--- src/rtl/plru_array.sv ---
// plru_array: per-set tree pseudo-LRU replacement state.
// Each set holds WAYS-1 node bits; touch points the path away from the
// accessed way, read registers a victim (lowest invalid way first, else
// the tree walk).
// Optional feature: define PLRU_BYPASS_EN to make a same-set read/touch
// in one cycle see the touched tree (write-first); otherwise read-first.
module plru_array #(
  parameter int S_INDEX  = 3,
  parameter int WAY_BITS = 3
) (
  input  logic                     clk,
  input  logic                     rst,
  input  logic                     read,
  input  logic [S_INDEX-1:0]       rindex,
  input  logic [(2**WAY_BITS)-1:0] valid_mask,
  input  logic                     touch,
  input  logic [S_INDEX-1:0]       windex,
  input  logic [WAY_BITS-1:0]      tway,
  output logic [WAY_BITS-1:0]      victim,
  output logic                     victim_vld,
  output logic                     victim_inv
);

  localparam int SETS  = 2**S_INDEX;
  localparam int WAYS  = 2**WAY_BITS;
  localparam int NODES = WAYS - 1;

  typedef logic [NODES-1:0] row_t;

  row_t tree [SETS];

  // Node n's children are 2n+1 (left) and 2n+2 (right); the way number is
  // consumed MSB first, one bit per level.
  function automatic row_t touch_row(input row_t t, input logic [WAY_BITS-1:0] way);
    row_t                r;
    logic [WAY_BITS-1:0] n;
    logic [WAY_BITS-1:0] w;
    logic                b;
    r = t;
    n = '0;
    w = way;
    for (int l = 0; l < WAY_BITS; l++) begin
      b    = w[WAY_BITS-1];
      r[n] = ~b;
      n    = WAY_BITS'({n, 1'b1}) + WAY_BITS'(b);
      w    = w << 1;
    end
    return r;
  endfunction

  function automatic logic [WAY_BITS-1:0] walk(input row_t t);
    logic [WAY_BITS-1:0] n;
    logic [WAY_BITS-1:0] v;
    logic                b;
    n = '0;
    v = '0;
    for (int l = 0; l < WAY_BITS; l++) begin
      b = t[n];
      v = WAY_BITS'({v, b});
      n = WAY_BITS'({n, 1'b1}) + WAY_BITS'(b);
    end
    return v;
  endfunction

  row_t                row_upd;
  row_t                row_rd;
  logic                any_inv;
  logic [WAY_BITS-1:0] inv_way;

  // Updated row for the touched set; also the forwarding source.
  always_comb begin
    row_upd = touch_row(tree[windex], tway);
  end

  // Row seen by the lookup: stored row, or the just-touched one when forwarding.
  always_comb begin
    row_rd = tree[rindex];
`ifdef PLRU_BYPASS_EN
    if (touch && (windex == rindex)) row_rd = row_upd;
`endif
  end

  // Lowest-index invalid way wins over the tree.
  always_comb begin
    logic [WAYS-1:0] m;
    logic            found;
    m       = valid_mask;
    found   = 1'b0;
    inv_way = '0;
    for (int i = 0; i < WAYS; i++) begin
      if (!m[0] && !found) begin
        inv_way = WAY_BITS'(i);
        found   = 1'b1;
      end
      m = m >> 1;
    end
    any_inv = found;
  end

  // Tree state and registered lookup result; reset drops read and touch.
  always_ff @(posedge clk) begin
    if (rst) begin
      tree       <= '{default: '0};
      victim     <= '0;
      victim_inv <= 1'b0;
      victim_vld <= 1'b0;
    end else begin
      if (touch) tree[windex] <= row_upd;
      victim_vld <= read;
      if (read) begin
        victim     <= any_inv ? inv_way : walk(row_rd);
        victim_inv <= any_inv;
      end
    end
  end

endmodule

--- config.mk ---
export PLATFORM = sky130hd
export DESIGN_NAME = plru_array
export DESIGN_NICKNAME = d
export VERILOG_FILES = /design/src/rtl/plru_array.sv
export SDC_FILE = /design/constraint.sdc
export NUM_CORES = 1
export LEC_CHECK = 0
export ABC_AREA = 1
export BUFFER_PORTS_ARGS = -buffer_cell sky130_fd_sc_hd__buf_4
export CAP_MARGIN = 20
export CORE_MARGIN = 3
export CORE_UTILIZATION = 65
export CTS_BUF_LIST = sky130_fd_sc_hd__clkbuf_4 sky130_fd_sc_hd__clkbuf_8
export CTS_CLUSTER_DIAMETER = 30
export DETAILED_ROUTE_END_ITERATION = 8
export PLACE_DENSITY_LB_ADDON = 0.3
export SETUP_SLACK_MARGIN = 0.3
export SYNTH_ARGS = -nofsm -noshare
export SYNTH_HDL_FRONTEND = slang
export SYNTH_SLANG_ARGS = --single-unit
--- constraint.sdc ---
create_clock -name clk -period 4 [get_ports clk]
set_clock_uncertainty 0.15 [all_clocks]
set_input_delay 1.2 -clock clk [delete_from_list [all_inputs] [get_ports clk]]
set_output_delay 1.2 -clock clk [all_outputs]
set_load 0.05 [all_outputs]
==> results_dict.tcl, run 1 <==
set metrics [dict create \
    power.density_nw_per_um2 367 \
    syn_to_final_growth_pct 11.1 \
    rsz0062_at_grt "no" \
    grt_pass1_vias 3458 \
    ioPinCount 26 \
    fmax_mhz 323 \
    ys_seq_elements 61 \
    cpLargestDelayFamily "simple AND/OR/NAND/NOR gates" \
    synth_area_per_cell_sq_um 6.54 \
    clock_sinks 61 \
    critPathBufInv 3 \
    whs_path_depth 2 \
    max_stage_delay_ps 340 \
    cts.clk_slew.worst_paths_ps 60 \
    io_buffers 25 \
    fin_setup_tns_ps 0 \
    hold_path_end "victim[1]$_SDFFE_PP0P_" \
    grt_overflow 0 \
    place_congestion 0.935 \
    r2r-start "tree[7]$_SDFFE_PP0P_" \
    r2r_end "victim[0]$_SDFFE_PP0P_" \
    die_y_um 78.9 \
    critPathKind "in -> reg" \
    hold_start "victim[1]$_SDFFE_PP0P_" \
    ys_seq_area_frac 0.354 \
    syn_area_sq_um 3450 \
    mappedNetlistNets 555 \
    cts_setup_buffers 0 \
    route.detailed.drc 2 \
    p_leak_nw 1.76 \
    h-tree-depth 3 \
    max-slew-margin-rel 0.526 \
    crit_slowest_cell "ha_1" \
    cp_max_fo 30 \
    fin_nets 574 \
    grt_start_max_net_pins 31 \
    cts_tree "built" \
    crit_required_ps 4130 \
    fill_cells 400 \
    clock-root-buffer "clkbuf_8" \
    outcome "finished, violations left" \
    grt_first_pass_wirelength_um 16100 \
    wirelength_um 9690 \
    post_cts_resized 0 \
    cts_buffer_depth 2 \
    start_kind "input port" \
    vias 3661 \
    fin_crit_sh 0.773 \
    hold_violations 0 \
    postCtsHoldBufs 0 \
    netlist_instances 528 \
    dp_hpwl_um 6770 \
    hold_class "reg -> reg" \
    core_sq_um 4910 \
    cts-buffers-inserted 9 \
    crit_path_frequent_cell "nand3_1" \
    worstPathCellList "buf_4, inv_2, nand2_1, nand3_1, nand3_1, nand2_2, nand2_1, nand2_2, ha_1, inv_1, nand3_1, nand3_1, nand2_1, nand3_1, a21oi_1" \
    start_util 0.703 \
    arrival_ps 3220 \
    power_mw 1.41 \
    setup_viol 0 \
    vias_per_cell 5.91 \
    irDropWorstVdd_mv 0.275 \
    yosysWarnings 0 \
    die_area_sq_um 6220 \
    worstMarginPinSlew_ps 708 \
    gr-usage-all-layers 0.332 \
    min_period_ps 3090 \
    initialDrtViolationCount 465 \
    end_kind "flip-flop" \
    fp.dieW_um 78.9 \
    crit_cells 15 \
    drive_gt1_frac 0.120 \
    wire_per_inst_um 15.7 \
    ant_nets 0 \
    clock_latency_ps 350 \
    diodes 0 \
    violations "DRC" \
    core.rowCount 25 \
    drt_first_pass_iters 9 \
    yosysUniqueCellTypes 31 \
    antenna_found_initial 0 \
    rrSetupSlack_ps 2000 \
    drv_slew 0 \
    maxCapViolations 0 \
    reg2reg_depth 14 \
]
worst min-delay path, delay by kind of cell (launching register included):
| family | cells | cell delay [ps] |
|---|---|---|
| compound gates | 1 | 50 |
| simple gates | 1 | 60 |
| flops | 1 | 310 |
report_power, final:
group          switching (mW)  internal [mW]  leakage [nW]
clock                   0.255          0.267        0.0887
combinational           0.162         0.0798          1.18
sequential             0.0130          0.630         0.496
total                   0.430          0.977          1.76
worst max path at each step:
| stage | start | end | slack (ps) |
|---|---|---|---|
| after floorplan | rindex[1] | victim[0]$_SDFFE_PP0P_ | 1120 |
| after global placement | rindex[0] | victim[0]$_SDFFE_PP0P_ | 710 |
| after detailed placement | rindex[0] | victim[0]$_SDFFE_PP0P_ | 610 |
| after CTS | rindex[0] | victim[0]$_SDFFE_PP0P_ | 950 |
| after global routing | rindex[0] | victim[0]$_SDFFE_PP0P_ | 760 |
| final | rindex[0] | victim[0]$_SDFFE_PP0P_ | 910 |
state kept, by name (all words and copies together) (netlist names):
register    cells
victim_vld      1
victim          3
tree           56
victim_inv      1
cell usage after synthesis:
| cell | instances | share of area |
|---|---|---|
| dfxtp_1 | 61 | 0.35 |
| o2111ai_1 | 1 | 0.0025 |
| o22ai_2 | 1 | 0.0036 |
| a22oi_2 | 2 | 0.0072 |
| nand4_1 | 4 | 0.0072 |
| o32ai_4 | 1 | 0.0080 |
| o211ai_1 | 2 | 0.0043 |
| inv_2 | 6 | 0.0065 |
| o22ai_1 | 3 | 0.0054 |
| nand2_1 | 100 | 0.11 |
| o21ai_1 | 6 | 0.0087 |
| a22oi_1 | 1 | 0.0022 |
| clkinv_1 | 1 | 0.0011 |
| buf_4 | 3 | 0.0065 |
| ha_1 | 6 | 0.022 |
| nor2_2 | 3 | 0.0054 |
| buf_2 | 13 | 0.019 |
| a21oi_1 | 82 | 0.12 |
| o21ai_0 | 81 | 0.12 |
| buf_6 | 3 | 0.0098 |
| o21bai_1 | 1 | 0.0022 |
| o221a_2 | 1 | 0.0033 |
| nand2_2 | 2 | 0.0036 |
| clkbuf_1 | 6 | 0.0065 |
| buf_1 | 1 | 0.0011 |
| nand3_1 | 36 | 0.052 |
| a41oi_1 | 1 | 0.0025 |
| nor2_1 | 28 | 0.030 |
| a221oi_1 | 1 | 0.0025 |
| inv_1 | 69 | 0.075 |
| nor3_1 | 2 | 0.0029 |
cell families (layout without fill, tap and decap cells):
| family | Yosys count | after routing | synth area share |
|---|---|---|---|
| compound gates | 184 | 184 | 0.289 |
| fa+ha+maj | 6 | 6 | 0.0217 |
| buf+inv | 102 | 126 | 0.125 |
| flops | 61 | 61 | 0.354 |
| simple gates | 175 | 175 | 0.211 |
metrics by stage:
stage                     worst slack, ps   util  area, sq um  std cells  hold WS, ps
after floorplan                      1120      -         3450        528          353
after detailed placement              606  0.742         3640        603          307
after global routing                  762  0.781         3830        619          338
final                                 908  0.781         3830        619          317
after CTS                             949  0.781         3830        619          317
after global placement                713  0.742         3640        603          305
cell type report:
class,instances,area [sq um],share of cell area
flip-flops and latches,61,1220,0.318
well taps,67,83.8,0.0219
clock buffers,12,159,0.0414
inverters,76,285,0.0744
multi-input cells,365,1800,0.469
clock inverters,4,31.3,0.00816
repair buffers,34,255,0.0666
per-layer routing:
layer | global-route usage | vias up | routed length [um]
met1 | 0.403 | 1621 | 3920
met3 | 0.0748 | 40 | 937
met2 | 0.557 | 216 | 4470
met5 | 0 | - | 0
met4 | 0.160 | 0 | 365
li1 | - | 1784 | -
cells in the final DEF (no fill, tap or decap), types with 3 or more instances in the layout:
master / netlist / layout
o21ai_0: 81 / 81
nand3_1: 36 / 36
o21ai_1: 6 / 6
buf_4: 3 / 34
dfxtp_1: 61 / 61
clkbuf_8: 0 / 11
clkinvlp_4: 0 / 3
ha_1: 6 / 6
nor2_1: 28 / 28
nor2_2: 3 / 3
nand2_1: 100 / 100
a21oi_1: 82 / 82
nand4_1: 4 / 4
inv_1: 69 / 69
o22ai_1: 3 / 3
inv_2: 6 / 6
Power figures use the tool's default switching activity.
==> inputs of run 2 (changes only) <==
--- a/config.mk
+++ b/config.mk
@@ -9,7 +9,7 @@
 export BUFFER_PORTS_ARGS = -buffer_cell sky130_fd_sc_hd__buf_4
 export CAP_MARGIN = 20
 export CORE_MARGIN = 3
-export CORE_UTILIZATION = 65
+export CORE_UTILIZATION = 62
 export CTS_BUF_LIST = sky130_fd_sc_hd__clkbuf_4 sky130_fd_sc_hd__clkbuf_8
 export CTS_CLUSTER_DIAMETER = 30
 export DETAILED_ROUTE_END_ITERATION = 8
==> constraint.sdc (replaced) <==
create_clock -name clk -period 3.2 [get_ports clk]
set_clock_uncertainty 0.15 [all_clocks]
set_input_delay 0.96 -clock clk [delete_from_list [all_inputs] [get_ports clk]]
set_output_delay 0.96 -clock clk [all_outputs]
set_load 0.05 [all_outputs]
==> results_dict.tcl, run 2 (synthesis results as in run 1) <==
set metrics [dict create \
    cts_buffer_depth 2 \
    p_leak_nw 1.80 \
    reg2reg_depth 14 \
    diodes 0 \
    crit_cells 15 \
    antenna_found_initial 0 \
    dp_hpwl_um 7060 \
    setup_viol 0 \
    r2r-start "tree[29]$_SDFFE_PP0P_" \
    endpoint "victim[0]$_SDFFE_PP0P_" \
    post_cts_resized 0 \
    max_stage_delay_ps 340 \
    rrSetupSlack_ps 1190 \
    irDropWorstVdd_mv 0.336 \
    maxCapViolations 0 \
    vias_per_cell 6.04 \
    fin_crit_sh 0.797 \
    cts_setup_buffers 0 \
    power.density_nw_per_um2 499 \
    grt_start_max_net_pins 30 \
    regArea_sq_um 1220 \
    core_sq_um 5240 \
    cts_tree "built" \
    cts-buffers-inserted 9 \
    hold_class "reg -> reg" \
    multi_input_area_sq_um 1800 \
    largest_register_ffs 56 \
    arrival_ps 2680 \
    fin_nets 576 \
    grt_first_pass_wirelength_um 16200 \
    drt_first_pass_iters 6 \
    grt_pass1_vias 3489 \
    max-slew-margin-rel 0.566 \
    syn_to_final_growth_pct 13.6 \
    die_y_um 80.6 \
    hold_violations 0 \
    clock_latency_ps 350 \
    route.detailed.drc 0 \
    place_congestion 0.946 \
    fin_setup_tns_ps 0 \
    grt_overflow 0 \
    fin_ws_ps 651 \
    min_period_ps 2550 \
    critPathLaunch "rindex[0]" \
    final_cell_mix "nand2_1, a21oi_1, o21ai_0" \
    critPathBufInv 2 \
    start_util 0.659 \
    h-tree-depth 3 \
    dp_slack_ps 328 \
    io_buffers 25 \
    layout_commonest_cell "nand2_1" \
    stdcell_count 624 \
    vias 3768 \
    power_mw 1.96 \
    r2r_end "victim[0]$_SDFFE_PP0P_" \
    ant_nets 0 \
    drive_gt1_frac 0.123 \
    core.rowCount 26 \
    wire_per_inst_um 16.1 \
    die_area_sq_um 6500 \
    crit_path_frequent_cell "nand3_1" \
    rsz0062_at_grt "no" \
    postCtsHoldBufs 0 \
    fill_cells 425 \
    start_kind "input port" \
    worstPathCellList "buf_4, inv_2, nand2_1, nand3_1, nand3_1, nand2_2, nand2_1, nand2_2, ha_1, nand3_1, nand3_1, nand3_1, nand2_1, nand3_1, a21oi_1" \
    clock_sinks 61 \
    end_kind "flip-flop" \
    wirelength_um 10000 \
    drv_slew 0 \
    ioPinCount 26 \
    outcome "finished, final reports clean" \
    cpLargestDelayFamily "simple AND/OR/NAND/NOR gates" \
    cp_max_fo 14 \
    fmax_mhz 392 \
    crit_slowest_cell "ha_1" \
    fp.dieW_um 80.6 \
    critPathKind "in -> reg" \
    dp_cells 608 \
    worstMarginPinSlew_ps 651 \
    crit_required_ps 3330 \
    regMostFlops "tree" \
    clock-root-buffer "clkbuf_8" \
    reg.largest.list "tree: 56 flops, victim: 3 flops" \
    cts.clk_slew.worst_paths_ps 60 \
    initialDrtViolationCount 472 \
    gr-usage-all-layers 0.329 \
]
## run 2: cell count changes in the layout (fill, tap and decap cells not counted), sizes merged
cell,previous run,this run
clkinv,1,2
clkbuf,12,10
clkinvlp,3,2
buf,34,36
inv,76,75
bufinv,0,3
## run 2: metrics by stage
stage	util	area [sq um]	hold WS, ps
3_3_place_gp	0.702	3680	303
3_5_place_dp	0.702	3680	316
4_1_cts	0.749	3920	328
2_1_floorplan	-	3450	353
5_1_grt	0.749	3920	378
6_report	0.749	3920	329
## run 2: worst min-delay path by stage
stage                           start                      to  slack, ps  cells past startpoint
2_1_floorplan   tree[20]$_SDFFE_PP0P_   tree[20]$_SDFFE_PP0P_        350                      2
5_1_grt        victim[1]$_SDFFE_PP0P_  victim[1]$_SDFFE_PP0P_        380                      2
3_5_place_dp   victim[2]$_SDFFE_PP0P_  victim[2]$_SDFFE_PP0P_        320                      2
6_report       victim[2]$_SDFFE_PP0P_  victim[2]$_SDFFE_PP0P_        330                      2
3_3_place_gp   victim[1]$_SDFFE_PP0P_  victim[1]$_SDFFE_PP0P_        300                      2
4_1_cts        victim[2]$_SDFFE_PP0P_  victim[2]$_SDFFE_PP0P_        330                      2
## run 2: tightest hold or removal path: stages (launching register included)
cell     delay (ps)
dfxtp_1         320
nand3_1          80
nand2_1          50
## run 2: where the power goes
part	internal [mW]	total, mW	leakage (nW)	switching (mW)
clock network	0.537	0.849	0.119	0.313
registers	0.787	0.805	0.496	0.0177
logic	0.103	0.305	1.19	0.202
total	1.43	1.96	1.80	0.533
## run 2: area by class of cell
type,count,area share
repair buffers,36,0.0721
clock buffers,10,0.0351
flip-flops and latches,61,0.311
multi-input cells,365,0.459
clock inverters,6,0.0281
inverters,76,0.0727
well taps,70,0.0223
## run 2: metal layers
layer / wire length [um] / GRT usage
met5: 0 / 0
met3: 963 / 0.0594
met2: 4560 / 0.531
met1: 4020 / 0.397
met4: 499 / 0.216
